[src/rtl/lift_sched.sv]
// rtl/lift_sched.sv - SCAN sequencing controller for a 3-floor lift
//
// Purpose: picks the next floor to serve, drives the motor commands, issues
// request clear strobes at each stop and times the door-open interval.
//
// Ports:
//   clk                 system clock, rising edge
//   resetb              synchronous reset, active high (1 = reset)
//   up0, up1            latched up hall calls, floors 0 and 1
//   dn1, dn2            latched down hall calls, floors 1 and 2
//   flreq0..flreq2      latched car floor requests
//   floorno[1:0]        floor the car is level with (2'b11 illegal)
//   upsig, dnsig        motor up / down command
//   moving              upsig | dnsig
//   clrup0, clrup1      up hall-call clear strobes
//   clrdn1, clrdn2      down hall-call clear strobes
//   clr_flreq0..2       car-request clear strobes
//   door_open           door-open indicator
//   dir_up              current scan direction (1 = up)
//   fault               sticky illegal-floor flag
module lift_sched #(
  parameter int START_DLY = 4,
  parameter int DOOR_CYC  = 16,
  parameter int CLR_LEN   = 2
) (
  input  logic       clk,
  input  logic       resetb,
  input  logic       up0,
  input  logic       up1,
  input  logic       dn1,
  input  logic       dn2,
  input  logic       flreq0,
  input  logic       flreq1,
  input  logic       flreq2,
  input  logic [1:0] floorno,
  output logic       upsig,
  output logic       dnsig,
  output logic       moving,
  output logic       clrup0,
  output logic       clrup1,
  output logic       clrdn1,
  output logic       clrdn2,
  output logic       clr_flreq0,
  output logic       clr_flreq1,
  output logic       clr_flreq2,
  output logic       door_open,
  output logic       dir_up,
  output logic       fault
);

  localparam int MAX_A = (START_DLY > DOOR_CYC) ? START_DLY : DOOR_CYC;
  localparam int MAX_P = (MAX_A > CLR_LEN) ? MAX_A : CLR_LEN;
  localparam int CNT_W = $clog2(MAX_P + 1);

  typedef enum logic [2:0] {
    S_IDLE,
    S_START,
    S_MOVE_UP,
    S_MOVE_DN,
    S_STOP,
    S_DOOR,
    S_FAULT
  } state_e;

  state_e           state_q, state_d;
  logic [CNT_W-1:0] cnt_q, cnt_d;
  logic             dir_up_q, dir_up_d;
  logic [1:0]       floor_q;
  logic             flip_q;
  logic [1:0]       clr_up_q;
  logic [2:1]       clr_dn_q;
  logic [2:0]       clr_fl_q;
  logic             door_hold_q;

  logic [2:0] up_v, dn_v, fl_v, any_v, f_oh;
  logic       illegal, arrived;
  logic       above, below, ahead;
  logic       here_up, here_dn, here_fl, here_serv;
  state_e     dec_state;
  logic       dec_dir;
  logic       enter_stop, flip_d;
  logic [1:0] cm_up;
  logic [2:1] cm_dn;

  // Per-floor request vectors; floor 2 has no up call, floor 0 no down call.
  assign up_v    = {1'b0, up1, up0};
  assign dn_v    = {dn2, dn1, 1'b0};
  assign fl_v    = {flreq2, flreq1, flreq0};
  assign any_v   = up_v | dn_v | fl_v;
  assign illegal = (floorno == 2'b11);
  assign arrived = (floorno != floor_q);

  always_comb begin
    f_oh  = 3'b000;
    above = 1'b0;
    below = 1'b0;
    case (floorno)
      2'd0: begin
        f_oh  = 3'b001;
        above = |any_v[2:1];
      end
      2'd1: begin
        f_oh  = 3'b010;
        above = any_v[2];
        below = any_v[0];
      end
      2'd2: begin
        f_oh  = 3'b100;
        below = |any_v[1:0];
      end
      default: ;
    endcase
  end

  assign here_up = |(up_v & f_oh);
  assign here_dn = |(dn_v & f_oh);
  assign here_fl = |(fl_v & f_oh);
  assign ahead   = dir_up_q ? above : below;

  // A hall call at this floor pointing against the scan direction is left
  // pending while work remains ahead; otherwise it would be re-served at
  // every door expiry without ever being cleared.
  assign here_serv = here_fl | (dir_up_q ? here_up : here_dn) |
                     (!ahead & (here_up | here_dn));

  // Where to go from rest (IDLE or door expiry).
  always_comb begin
    dec_state = S_IDLE;
    dec_dir   = dir_up_q;
    if (here_serv) begin
      dec_state = S_STOP;
    end else if (ahead) begin
      dec_state = S_START;
    end else if (above) begin
      dec_state = S_START;
      dec_dir   = 1'b1;
    end else if (below) begin
      dec_state = S_START;
      dec_dir   = 1'b0;
    end
  end

  always_comb begin
    state_d  = state_q;
    dir_up_d = dir_up_q;
    case (state_q)
      S_IDLE: begin
        state_d  = dec_state;
        dir_up_d = dec_dir;
      end
      S_START: begin
        if (here_serv) begin
          state_d = S_STOP;
        end else if (cnt_q == CNT_W'(START_DLY - 1)) begin
          state_d = dir_up_q ? S_MOVE_UP : S_MOVE_DN;
        end
      end
      // End floors always stop: nothing lies beyond them.
      S_MOVE_UP: begin
        if (arrived && (here_serv || floorno == 2'd2)) state_d = S_STOP;
      end
      S_MOVE_DN: begin
        if (arrived && (here_serv || floorno == 2'd0)) state_d = S_STOP;
      end
      // The direction flip is applied on leaving STOP so the strobes are
      // seen alongside the direction the car arrived in.
      S_STOP: begin
        if (cnt_q == CNT_W'(CLR_LEN - 1)) begin
          state_d  = S_DOOR;
          dir_up_d = dir_up_q ^ flip_q;
        end
      end
      S_DOOR: begin
        if (here_serv) begin
          state_d = S_STOP;
        end else if (cnt_q == CNT_W'(DOOR_CYC - 1)) begin
          state_d  = dec_state;
          dir_up_d = dec_dir;
        end
      end
      S_FAULT: state_d = S_FAULT;
      default: state_d = S_FAULT;
    endcase
    if (illegal) begin
      state_d  = S_FAULT;
      dir_up_d = dir_up_q;
    end
  end

  // Clear set is frozen on entry to STOP from the requests seen then.
  assign enter_stop = (state_d == S_STOP) && (state_q != S_STOP);
  assign flip_d     = dir_up_q ? !above : !below;
  assign cm_up      = (dir_up_q || flip_d) ? f_oh[1:0] : 2'b00;
  assign cm_dn      = (!dir_up_q || flip_d) ? f_oh[2:1] : 2'b00;

  always_comb begin
    cnt_d = cnt_q;
    if (state_d != state_q) begin
      cnt_d = '0;
    end else if (state_q == S_START || state_q == S_STOP || state_q == S_DOOR) begin
      cnt_d = cnt_q + CNT_W'(1);
    end
  end

  always_ff @(posedge clk) begin
    if (resetb) begin
      state_q     <= S_IDLE;
      cnt_q       <= '0;
      dir_up_q    <= 1'b1;
      floor_q     <= floorno;
      flip_q      <= 1'b0;
      clr_up_q    <= '0;
      clr_dn_q    <= '0;
      clr_fl_q    <= '0;
      door_hold_q <= 1'b0;
    end else begin
      state_q  <= state_d;
      cnt_q    <= cnt_d;
      dir_up_q <= dir_up_d;
      floor_q  <= floorno;
      if (enter_stop) begin
        clr_up_q    <= cm_up;
        clr_dn_q    <= cm_dn;
        clr_fl_q    <= f_oh;
        flip_q      <= flip_d;
        // Reopening from DOOR keeps the door indicator up through STOP.
        door_hold_q <= (state_q == S_DOOR);
      end
    end
  end

  assign upsig      = (state_q == S_MOVE_UP);
  assign dnsig      = (state_q == S_MOVE_DN);
  assign moving     = upsig | dnsig;
  assign clrup0     = (state_q == S_STOP) & clr_up_q[0];
  assign clrup1     = (state_q == S_STOP) & clr_up_q[1];
  assign clrdn1     = (state_q == S_STOP) & clr_dn_q[1];
  assign clrdn2     = (state_q == S_STOP) & clr_dn_q[2];
  assign clr_flreq0 = (state_q == S_STOP) & clr_fl_q[0];
  assign clr_flreq1 = (state_q == S_STOP) & clr_fl_q[1];
  assign clr_flreq2 = (state_q == S_STOP) & clr_fl_q[2];
  assign door_open  = (state_q == S_DOOR) | ((state_q == S_STOP) & door_hold_q);
  assign dir_up     = dir_up_q;
  assign fault      = (state_q == S_FAULT);

endmodule

[config.mk]
export PLATFORM = sky130hd
export DESIGN_NAME = lift_sched
export DESIGN_NICKNAME = d
export VERILOG_FILES = /design/src/rtl/lift_sched.sv
export SDC_FILE = /design/constraint.sdc
export NUM_CORES = 1
export LEC_CHECK = 0
export CAP_MARGIN = 20
export CELL_PAD_IN_SITES_DETAIL_PLACEMENT = 1
export CELL_PAD_IN_SITES_GLOBAL_PLACEMENT = 1
export CORE_MARGIN = 2
export CORE_UTILIZATION = 26
export DETAILED_ROUTE_END_ITERATION = 12
export MAX_ROUTING_LAYER = met4
export PLACE_DENSITY = 0.65
export SLEW_MARGIN = 40
export SYNTH_ARGS = -nofsm -noshare
export SYNTH_HDL_FRONTEND = slang
export SYNTH_SLANG_ARGS = --single-unit
[constraint.sdc]
create_clock -name clk -period 6 [get_ports clk]
set_input_delay 1.2 -clock clk [delete_from_list [all_inputs] [get_ports clk]]
set_output_delay 1.2 -clock clk [all_outputs]
set_load 0.01 [all_outputs]
Word-level counts from Yosys, hierarchy flattened:

Index checks and enable logic that the tools add are counted.

* bits in registers: 20
* logic and storage cells: 103
* bits of input ports: 11
* output and inout port bits: 13

* bitwise operators: 21
* multiplexer cells: 30
* add/subtract/negate cells: 1
* reduce and logical (&&, ||, !) cells: 23
* eq/ne operators: 19

Operator list (count)
* 2-to-1 mux 3 bit: 9
* one-hot mux 3 bit (6 select lines): 1
* 2-to-1 mux 1 bit: 14
* == test 3 bit (second input constant): 4
* bitwise AND 1 bit: 9
* one-hot mux 3 bit (3 select lines): 1
* OR reduction 3 bit: 3
* bitwise AND 3 bit: 2
* == test 3 x 2 -> 1 bit (second input constant): 2
* logical OR 1 bit: 6
* inequality test 2 bit (second input constant): 3
* OR reduction 2 bit: 3
* adder 5 x 1 -> 5 bit (second input constant): 1
* == test 5 x 1 -> 1 bit (second input constant): 1
* == test 5 x 2 -> 1 bit (second input constant): 1
* == test 5 x 4 -> 1 bit (second input constant): 1
* OR 1 bit: 5
* AND reduction 5 bit: 1
* == test 2 bit (second input constant): 2
* zero test 1 bit: 4
* 2-to-1 mux 2 bit: 2
* one-hot mux 1 bit (2 select lines): 2
* bitwise AND 2 x 3 -> 3 bit: 1
* == test 3 x 1 -> 1 bit (second input constant): 1
* 13 further kinds: 15

Logic depth before layout (Yosys ltp):

* word-level depth: 15
* depth in mapped cells: 10
* gate-level depth less buffers: 9

Least setup slack after synthesis:

OpenSTA, ideal clock, no wires.

* path kind: in2reg
* start: input port floorno[0]
* end: register clr_dn_q[1] in the netlist's numbering
* cell stages on the path: 9
* path buffers: 0
* setup time: 74 ps
* path slack: 2807 ps
* arrival: 3118 ps
* required time: 5926 ps
* path through: inv_1 ha_1 a22oi_1 mux2_2 and2_2 a41oi_2 nand2_2 or4_1 o21ai_0

* word-level cells in the longest chain between the ends: 14
* elaborated cells on any way between the ends: 43
* those cells by class: 5 x eq/ne; 18 x mux; 7 x bitwise; 13 x reduce/logical

RTL lines
* start, declared: line 35 `input logic [1:0] floorno,`
* == test 2 bit, or another cell as far along: line 97 `case (floorno)`
* one-hot mux 3 bit (3 select lines) *: line 97
* net f_oh[2]: line 75 `logic [2:0] up_v, dn_v, fl_v, any_v, f_oh;`
* bitwise AND 3 bit / bitwise AND 2 x 3 -> 3 bit (equally long branches): line 116, 115
* OR reduction 3 bit (on tied branches): line 116, 115
* 2-to-1 mux 1 bit / OR 1 bit (equally long branches): line 123, 124
* OR 1 bit / bitwise AND 1 bit (equally long branches): line 123, 124
* OR 1 bit *: line 123 `assign here_serv = here_fl | (dir_up_q ? here_up : here_dn) |`
* 2-to-1 mux 3 bit, or another cell as far along: line 130 `if (here_serv) begin`
* 2-to-1 mux 3 bit, or another cell as far along: line 176 `end else if (cnt_q == CNT_W'(DOOR_CYC - 1)) begin`
* 2-to-1 mux 3 bit (on tied branches): line 174, 160, 163
* one-hot mux 3 bit (6 select lines) *: line 146 `case (state_q)`
* 2-to-1 mux 3 bit *: line 184 `if (illegal) begin`
* == test 3 bit *: line 191 `assign enter_stop = (state_d == S_STOP) && (state_q != S_STOP);`
* logical AND 1 bit *: line 191
* end signal, assigned: line 223 `clr_dn_q <= cm_dn;`
* end, declared: line 71 `logic [2:1] clr_dn_q;`

Mark *: on every way through the listed nets, which the timed path passes. The rest lies on a longest branch.
A chain may end at the register's enable or synchronous reset.

Worst setup path after layout:

Same ends and word-level chain as after synthesis.

==> qor.csv <==
metric,value,unit
grt_pass1_vias,1407,
fin_nets,226,
dieArea,6470,µm²
syn_area,1520,µm²
yosysSeqAreaShare,26.3,%
cts_resized,0,
rrSetupSlack,3530,ps
cts-hold-fix-buffers,0,
setup_viol,0,
via_count,1403,
p_leak,0.673,nW
p_per_area,200,nW/µm²
synth_top_area_share,26.3,%
clock_sinks,20,
slew_viol_final,0,
rsz0062_at_grt,false,
hold_violations,0,
core,5570,µm²
cts_buffer_depth,2,
max-vdd-ir-drop,0.114,mV
htreeDepth,1,
min_period_over_period,65.3,%
cts_tree,yes,
grt_overflow,0,
fin_util,33.1,%
hp-class,flip-flop to flip-flop,
whs_endpoint,clr_up_q[1]$_SDFFE_PP0P_,
start_kind,input pin,
clock_latency,260,ps
reg2reg_to,cnt_q[0]$_SDFFE_PP0P_,
ys.warnings.count,0,
yosys_most_used_dff,dfxtp_1,
antenna_left,0,
critPathMaxFanout,10,
crit_arrival,4110,ps
ys_seq_elements,20,
io_buffers,23,
min_from,clr_up_q[1]$_SDFFE_PP0P_,
drive_gt1_share,12.7,%
worstPathRequired,6190,ps
max_freq,255,MHz
antenna_found_initial,0,
via_per_inst,5.08,
gp_congestion,0.827,
ys_types,58,
post_cts_buffers,0,
num_io_pins,24,
antenna_cells,0,
cap_violations,0,
route.detailed.drc,0,
drtIter0Drc,60,
die_h,80.5,µm
status,finished clean,
ys_async_sr_fraction,0,%
path_clk_slew,80,ps
rr_worst_depth,7,
grt_pass1_wl,7040,µm
fillers,695,
avgSynthCellArea,8.26,µm²
cts_buffers,3,
synth_edf_count,0,
fp-row-count,27,
grtUsageTotal,14.2,%
dpl.hpwl,3140,µm
worst_pin_slew,787,ps
period_minus_slack,3920,ps
dr.pass1.iters,5,
min_path_cells,2,
critPathKind,input pin to flip-flop,
synthTopCellsByArea,"dfxtp_1 (26%), ha_1 (8.2%), o21ai_0 (4.9%), and2_1 (3.7%), nor2_1 (3.7%)",
r2r-start,state_q[1]$_SDFF_PP0_,
wl_per_cell,14.6,µm
totalNegativeSetupSlack,0,ps
synthToLayoutAreaGrowth,21.5,%
syn_inst,184,
fin_skew,0.778,ps
initial_utilization,27.3,%
grt_max_degree,23,
synth_nets,205,
drt_wl_total,4030,µm
cp-end-kind,flip-flop,
die_width,80.5,µm
slew-limit-headroom,47.3,%
yosysTopAreaCell,dfxtp_1,
cts_root_buf,clkbuf_8,
layout make-up:
cell class,instances,area [µm²],share of cell area (%)
Sequential cell,20,400,21.7
Inverter,9,33.8,1.83
Timing Repair Buffer,24,238,12.9
Clock buffer,4,55.1,2.98
Multi-Input combinational cell,147,1030,55.8
Tap cell,72,90.1,4.88
power breakdown:
| part | switching, mW | internal, mW |
|---|---|---|
| logic | 0.0686 | 0.0470 |
| clock network | 0.0472 | 0.0584 |
| registers | 0.00871 | 0.140 |
| total | 0.124 | 0.246 |
kinds of logic after synthesis:
group,share of synthesized area [%]
XOR/XNOR,2.88
multiplexers,2.14
buffers and inverters,5.93
AND/OR/NAND/NOR,26.6
AO/OA/AOI/OAI,27.9
adder cells (fa/ha/maj),8.23
flip-flops,26.3
cell usage after synthesis (2+ instances only):
library cell and instances:
buf_2 2, nand4_1 3, o21ai_0 15, a31oi_1 2, a22oi_1 2, o211ai_1 2, nand3_1 6, a21o_2 2
mux2_2 2, nand2_1 11, nor3_1 8, inv_1 8, nand2b_1 2, and2_2 2, a211oi_1 2, and2_1 9
or4_1 3, a21oi_1 10, nor4_1 5, clkbuf_8 2, dfxtp_1 20, xor2_1 4, clkbuf_1 3, ha_1 10
nor2_1 15, and3_1 2
cell usage in the layout, fill, tap and decap left out, drive strengths merged, types with 2 or more instances in the layout:
cell           Yosys  routed
o221ai             2       2
nand3              6       6
clkbuf             5       4
a22oi              3       3
a21oi             11      11
dfxtp             20      20
nand2b             2       2
mux2               2       2
nor2              15      15
inv                8       8
or2b               2       2
and3               2       2
nand4              3       3
or4                3       3
ha                10      10
o211ai             3       3
a211oi             2       2
nor4               5       5
a211o              2       2
o21ai             15      15
nand2             12      12
nor3               8       8
and2              12      12
xor2               4       4
a21o               3       3
clkdlybuf4s50      0      23
a31oi              3       3
flip-flops by register name (all words and copies together) (netlist names):
name,cells
dir_up,1
door_hold_q,1
state_q,3
floor_q,2
clr_up_q,2
flip_q,1
cnt_q,5
clr_dn_q,2
clr_fl_q,3
layer usage:
layer	vias to the layer above	part of all wire [%]	track usage [%]
met3	2	2.6	2.81
met5	-	0	-
met4	0	0.62	2.54
met2	18	47	23.1
li1	719	-	-
met1	664	50	18.5
worst max-delay path by stage:
stage,cells past startpoint,from,to
CTS,10,floorno[0],clr_dn_q[1]$_SDFFE_PP0P_
global placement,10,floorno[0],clr_dn_q[1]$_SDFFE_PP0P_
finish,10,floorno[0],clr_dn_q[1]$_SDFFE_PP0P_
floorplan,9,floorno[0],clr_dn_q[1]$_SDFFE_PP0P_
detailed placement,10,floorno[0],clr_dn_q[1]$_SDFFE_PP0P_
global route,10,floorno[0],cnt_q[2]$_SDFFE_PP0P_
through the flow:
step	hold WS [ps]	power (mW)	instances	cell area, µm²	worst slack (ps)
global route	496	0.395	276	1850	1780
finish	475	0.370	276	1850	2080
CTS	478	0.374	276	1850	2070
detailed placement	467	0.268	272	1790	1780
global placement	462	0.268	272	1790	1860
floorplan	444	0.231	184	1520	2810
worst max-delay path: stages:
cell,delay (ps)
clkdlybuf4s50_1,530
inv_1,180
ha_1,400
a22oi_1,170
mux2_2,310
and2_2,220
a41oi_2,280
nand2_2,190
or4_1,550
o21ai_0,80
Power figures use the tool's default switching activity.
